==> src/rtl/significand_normalizer.sv <==
// Post-addition normalize-and-round stage for the decimal32 BCD datapath:
// one-digit right/left normalization per cycle, half-even rounding to 7 digits.
module significand_normalizer #(
    parameter int unsigned EMAX = 191,
    parameter int unsigned EMIN = 0
) (
    input  logic        clk,
    input  logic        rst,
    input  logic        in_valid,
    output logic        in_ready,
    input  logic [31:0] sum_in,
    input  logic [11:0] grs_in,
    input  logic [7:0]  exp_in,
    output logic        out_valid,
    input  logic        out_ready,
    output logic [27:0] m_out,
    output logic [7:0]  exp_out,
    output logic        inexact,
    output logic        overflow
);

    typedef enum logic [1:0] {
        IDLE  = 2'd0,
        NORM  = 2'd1,
        ROUND = 2'd2,
        DONE  = 2'd3
    } state_t;

    localparam logic [8:0] EMAX_9 = 9'(EMAX);
    localparam logic [8:0] EMIN_9 = 9'(EMIN);

    state_t      state_q, state_d;
    logic [43:0] w_q, w_d;
    logic        s_q, s_d;
    logic [8:0]  e_q, e_d;
    logic [27:0] m_q, m_d;
    logic [7:0]  exp_q, exp_d;
    logic        inexact_q, inexact_d;
    logic        overflow_q, overflow_d;

    // Adds one to a 7-digit BCD value; bit 28 is the decimal carry-out.
    function automatic logic [28:0] bcd_inc7(input logic [27:0] v);
        logic [27:0] r;
        logic        c;
        r = v;
        c = 1'b1;
        for (int i = 0; i < 7; i++) begin
            if (c) begin
                if (v[i*4 +: 4] == 4'd9) begin
                    r[i*4 +: 4] = 4'd0;
                    c = 1'b1;
                end else begin
                    r[i*4 +: 4] = v[i*4 +: 4] + 4'd1;
                    c = 1'b0;
                end
            end else begin
                r[i*4 +: 4] = v[i*4 +: 4];
            end
        end
        return {c, r};
    endfunction

    logic [3:0]  g_s, r_s, d3_s;
    logic        t_s, round_up_s;
    logic [28:0] inc_s;
    logic [27:0] mant_s;
    logic [8:0]  e_rnd_s;

    // Round decision and rounded significand/exponent from the working register.
    always_comb begin
        g_s        = w_q[11:8];
        r_s        = w_q[7:4];
        d3_s       = w_q[15:12];
        t_s        = (w_q[3:0] != 4'd0) | s_q;
        round_up_s = (g_s > 4'd5) ||
                     ((g_s == 4'd5) && ((r_s != 4'd0) || t_s)) ||
                     ((g_s == 4'd5) && (r_s == 4'd0) && !t_s && d3_s[0]);
        inc_s      = bcd_inc7(w_q[39:12]);
        if (round_up_s && inc_s[28]) begin
            mant_s  = 28'h1000000;
            e_rnd_s = e_q + 9'd1;
        end else if (round_up_s) begin
            mant_s  = inc_s[27:0];
            e_rnd_s = e_q;
        end else begin
            mant_s  = w_q[39:12];
            e_rnd_s = e_q;
        end
    end

    // Next-state and datapath update for the normalize/round sequence.
    always_comb begin
        state_d    = state_q;
        w_d        = w_q;
        s_d        = s_q;
        e_d        = e_q;
        m_d        = m_q;
        exp_d      = exp_q;
        inexact_d  = inexact_q;
        overflow_d = overflow_q;
        case (state_q)
            IDLE: begin
                if (in_valid) begin
                    w_d     = {sum_in, grs_in};
                    s_d     = 1'b0;
                    e_d     = {1'b0, exp_in};
                    state_d = NORM;
                end else begin
                    state_d = IDLE;
                end
            end
            NORM: begin
                if (w_q[43:40] != 4'd0) begin
                    w_d = {4'd0, w_q[43:4]};
                    s_d = s_q | (w_q[3:0] != 4'd0);
                    e_d = e_q + 9'd1;
                end else if ((w_q[39:36] == 4'd0) && (w_q != 44'd0) && (e_q > EMIN_9)) begin
                    w_d = {w_q[39:0], 4'd0};
                    e_d = e_q - 9'd1;
                end else begin
                    state_d = ROUND;
                end
            end
            ROUND: begin
                inexact_d = (g_s != 4'd0) || (r_s != 4'd0) || t_s;
                if (e_rnd_s > EMAX_9) begin
                    overflow_d = 1'b1;
                    m_d        = 28'h9999999;
                    exp_d      = EMAX_9[7:0];
                end else begin
                    overflow_d = 1'b0;
                    m_d        = mant_s;
                    exp_d      = e_rnd_s[7:0];
                end
                state_d = DONE;
            end
            DONE: begin
                if (out_ready) begin
                    state_d = IDLE;
                end else begin
                    state_d = DONE;
                end
            end
            default: begin
                state_d = IDLE;
            end
        endcase
    end

    // State and result registers; reset aborts any operation in flight.
    always_ff @(posedge clk or posedge rst) begin
        if (rst) begin
            state_q    <= IDLE;
            w_q        <= 44'd0;
            s_q        <= 1'b0;
            e_q        <= 9'd0;
            m_q        <= 28'd0;
            exp_q      <= 8'd0;
            inexact_q  <= 1'b0;
            overflow_q <= 1'b0;
        end else begin
            state_q    <= state_d;
            w_q        <= w_d;
            s_q        <= s_d;
            e_q        <= e_d;
            m_q        <= m_d;
            exp_q      <= exp_d;
            inexact_q  <= inexact_d;
            overflow_q <= overflow_d;
        end
    end

    assign in_ready  = (state_q == IDLE);
    assign out_valid = (state_q == DONE);
    assign m_out     = m_q;
    assign exp_out   = exp_q;
    assign inexact   = inexact_q;
    assign overflow  = overflow_q;

endmodule

==> config.mk <==
export PLATFORM = sky130hd
export DESIGN_NAME = significand_normalizer
export DESIGN_NICKNAME = d
export VERILOG_FILES = /design/src/rtl/significand_normalizer.sv
export SDC_FILE = /design/constraint.sdc
export NUM_CORES = 1
export LEC_CHECK = 0
export CAP_MARGIN = 20
export CORE_UTILIZATION = 58
export DETAILED_ROUTE_END_ITERATION = 12
export GPL_TIMING_DRIVEN = 0
export PLACE_DENSITY_LB_ADDON = 0.25
export SLEW_MARGIN = 5
export SYNTH_ARGS = -nofsm -noshare
export SYNTH_HDL_FRONTEND = slang
export SYNTH_SLANG_ARGS = --single-unit
==> constraint.sdc <==
create_clock -name clk -period 7.4 [get_ports clk]
set_clock_uncertainty 0.1 [all_clocks]
set_input_delay 1.11 -clock clk [delete_from_list [all_inputs] [get_ports clk]]
set_output_delay 1.11 -clock clk [all_outputs]
set_load 0.02 [all_outputs]
Word level (Yosys, flattened, before mapping)
Cells that the tools add are included.
- bits in registers: 94
- input port bits: 56
- output and inout port bits: 40
- word-level logic and storage cells: 110
- add/subtract/negate cells: 9
- order comparisons: 3
- equal/unequal tests: 16
- muxes and demuxes: 48
- bitwise logic cells: 1
- reductions and logical operators: 25
- operators by type and width (kind ; count):
    $mux 44 ; 3
    $pmux 44 s2 ; 1
    $mux 28 ; 3
    $mux 4 ; 13
    $reduce_bool 44->1 ; 1
    $mux 9 ; 4
    $add 4x1->4 const B ; 7
    $eq 4x4->1 const B ; 7
    $pmux 9 s2 ; 1
    $mux 1 ; 17
    $reduce_bool 4->1 ; 4
    $add 9x1->9 const B ; 1
    $gt 9x1->1 const B ; 1
    $gt 9x8->1 const B ; 1
    $sub 9x1->9 const B ; 1
    $logic_not 4->1 ; 2
    $mux 8 ; 1
    $ne 2x2->1 const B ; 4
    $pmux 2 s4 ; 1
    $logic_and 1x1->1 ; 7
    $mux 2 ; 3
    $reduce_and 3->1 ; 2
    $logic_or 1x1->1 ; 5
    $eq 2x2->1 const B ; 2
    other kinds (10) ; 10

Longest topological paths before layout
- depth in word-level cells: 12
- mapped depth: 11
- gate-level depth less buffers: 8

Worst setup path after synthesis
No wires, ideal clock.
- kind: input port to flip-flop
- start: input in_valid
- end: register e_q[8]
- library setup time: 135 ps
- data arrival time: 2192 ps
- required time: 7165 ps
- path slack: 4973 ps
- stages: 8
- path buffers: 3
- cell sequence: nor2_1 > a211o_1 > and2_1 > buf_2 > buf_4 > buf_2 > o21ai_0 > o31ai_1
- word-level cells in the longest chain between the ends: 2
- ends and longest elaborated chain (what ; RTL line ; RTL):
    start: declaration ; 9 ; input logic in_valid,
    $ne 2x2->1 (no line) ; n/a ;
    $reduce_and 3->1 (no line) ; n/a ;
    end signal: assignment ; 156 ; e_q <= 9'd0;
    end signal: assignment ; 165 ; e_q <= e_d;
    end: declaration ; 35 ; logic [8:0] e_q, e_d;
Every way passes these cells.
A chain may end at the register's enable or synchronous reset.

Final worst setup path
- start: register state_q[0]
- end: output out_valid
- word-level cells in the longest chain between the ends: 1
- ends and longest elaborated chain (what ; RTL line ; RTL):
    start: declaration ; 32 ; state_t state_q, state_d;
    start signal: assignment ; 162 ; state_q <= state_d;
    $eq 2x2->1 ; 174 ; assign out_valid = (state_q == DONE);
    end: declaration ; 14 ; output logic out_valid,
Every way passes these cells.

==> impl_metrics.tcl <==
set metrics [dict create \
    crit_fanout 10 \
    fp.dieH_um 102 \
    clock-sinks 94 \
    worst_setup_path_end_kind "primary output" \
    place.gp.congestion 0.960 \
    synth-edff-count 0 \
    max_freq_ghz 0.319 \
    syn_to_final_growth_pct 23.2 \
    regArea_um2 2350 \
    reg2reg_slack_ns 4.27 \
    grt_first_pass_wirelength_um 29000 \
    wire_per_inst_um 18.0 \
    cts_root_buf "clkbuf_8" \
    fp.dieW_um 102 \
    clk_pin_slew_ns 0.09 \
    grt_antenna_before_repair 0 \
    ys_warn_count 0 \
    multi_input_area_um2 3100 \
    post_cts_buffers 0 \
    worstMarginPinSlew_ns 0.826 \
    async_flop_share 1.00 \
    fillers 790 \
    status "finished clean" \
    hold_viol 0 \
    rsz0062_at_grt "false" \
    drive_above_1_share 0.0707 \
    worstSetupStartpointType "flop" \
    placed_cell_area_um2 6960 \
    r2r_cells 11 \
    cts.path.max_buffers 2 \
    clk-insertion-delay-late_ns 0.37 \
    holdCritPathClass "flop to flop" \
    postLayoutCellArea_um2 7160 \
    critPathArrivalTime_ns 1.93 \
    worstPathRequired_ns 6.19 \
    setup_tns_ns 0 \
    timing.rr.start "w_q[36]" \
    dp_hpwl_um 13100 \
    synthTopCellsByArea "dfrtp_1, nand2_1, a21oi_1" \
    worstSetupPathType "flop to primary output" \
    synth-main-ff-cell "dfrtp_1" \
    cts_tree "built" \
    yosys.cell_types.count 59 \
    reg2reg_to "e_q[8]" \
    crit_end "out_valid" \
    ys_seq_area_frac 0.405 \
    synth_area_um2 5810 \
    grtUsageTotal 0.364 \
    rows 36 \
    io_pins 96 \
    netlist_instances 751 \
    avgSynthCellArea_um2 7.74 \
    max_cap_viol_count 0 \
    io_buffers 95 \
    ys_seq_elements 94 \
    crit_start "state_q[0]" \
    setup_viol 0 \
    ir_drop_mv 0.306 \
    die-area_um2 10400 \
    start_util 0.597 \
    min_period_ns 3.14 \
    grt_overflow 0 \
    period_share 0.424 \
    htree_levels 3 \
    grt_max_degree 52 \
    final_nets 920 \
    num_vias 6027 \
    grt_pass1_vias 5739 \
    via_per_inst 6.05 \
    cellLeakagePower_nw 2.86 \
    synth_top_area_share 0.405 \
    post-route-drc-count 0 \
    yosysTopAreaCell "dfrtp_1" \
    maxSlewViolCount 0 \
    holdWs_ns 0.390 \
    cts_hold_buf 0 \
    cts_buffers 9 \
    drt_pass1_iterations 5 \
    diodes 0 \
    cts_resized 0 \
    final_antenna_net_count 0 \
    core_area_um2 9730 \
    drt_iter0_drc 469 \
    drt_wl_total_um 17900 \
    relSlewSlack 0.444 \
    synth_nets 813 \
    p_per_area_nw_per_um2 468 \
]
[state kept, by name, summed over array words and instances (netlist names)]
signal    count
w_q          44
inexact       1
s_q           1
m_out        28
exp_out       8
e_q           9
state_q       2
overflow      1
[cell usage in the layout (no fill, tap or decap), drive strengths merged, types with 10 or more instances in the layout]
master and n:
nand2 158, a21oi 113, clkdlybuf4s50 95, dfrtp 94, o21ai 84, clkbuf 56, nor2 46, buf 29
nor4 13, inv 11, nor3 11, nand3 10, and3 10, a31oi 10
[logic make-up (layout without fill, tap and decap cells)]
kind of cell,Yosys count,count (layout),share of synthesized area
buffers and inverters,83,195,0.0622
adder cells (fa/ha/maj),6,6,0.0129
AND/OR/NAND/NOR,311,311,0.264
multiplexers,7,7,0.0123
AO/OA/AOI/OAI,232,232,0.216
XOR/XNOR,18,18,0.0271
flip-flops,94,94,0.405
[where the power goes]
| part | leakage, nW | switching (mW) | internal [mW] | total (mW) |
|---|---|---|---|---|
| Clock | 0.106 | 0.181 | 0.173 | 0.355 |
| Sequential | 1.14 | 0.191 | 0.755 | 0.946 |
| Combinational | 1.62 | 1.30 | 0.751 | 2.05 |
| Total | 2.86 | 1.67 | 1.68 | 3.35 |
[synthesized netlist by cell type (8+ instances only)]
| library cell | number |
|---|---|
| and2_1 | 9 |
| clkbuf_1 | 43 |
| dfrtp_1 | 94 |
| a21oi_1 | 113 |
| inv_1 | 11 |
| buf_2 | 21 |
| nor4_1 | 10 |
| a31oi_1 | 10 |
| xnor2_1 | 9 |
| nand4_1 | 8 |
| nand2_1 | 158 |
| nor3_1 | 10 |
| nor2_1 | 45 |
| o21ai_0 | 84 |
| nand3_1 | 10 |
| xor2_1 | 9 |
| and3_1 | 10 |
| nor2b_1 | 9 |
[per-stage QoR]
stage	setup WS, ns	cells	utilization	total power, mW
finish	4.26	996	0.736	3.35
CTS	4.27	996	0.736	3.30
detailed placement	4.22	980	0.715	2.95
global route	4.14	996	0.736	3.60
floorplan	3.74	751	-	2.25
global placement	2.32	979	0.712	2.86
[critical path: stages (launching register included)]
cell	delay, ns
dfrtp_1	0.34
clkbuf_1	0.42
and2_1	0.20
clkdlybuf4s50_1	0.61
[metal layers]
layer	GRT usage	wire (µm)	part of all wire	vias to the layer above
met3	0.0465	1400	0.078	41
met5	0	0	0	-
met4	0.151	455	0.025	0
met1	0.517	7750	0.43	2861
met2	0.564	8280	0.46	318
li1	-	-	-	2807
[area by class of cell]
type / count / area share
Buffer: 72 / 0.0448
Clock buffer: 12 / 0.0217
Clock inverter: 4 / 0.00629
Inverter: 11 / 0.00612
Multi-Input combinational cell: 574 / 0.433
Sequential cell: 94 / 0.329
Tap cell: 133 / 0.0233
Timing Repair Buffer: 96 / 0.137
[worst min path at each step]
stage | cells after the start | to | start | slack (ns)
5_1_grt | 2 | m_out[2] | m_out[2] | 0.43
4_1_cts | 2 | m_out[6] | m_out[6] | 0.40
3_3_place_gp | 2 | inexact | inexact | 0.35
2_1_floorplan | 2 | w_q[0] | w_q[0] | 0.37
6_report | 2 | m_out[6] | m_out[6] | 0.39
3_5_place_dp | 2 | inexact | inexact | 0.38
Note: power is estimated with default switching activity, not from simulation.
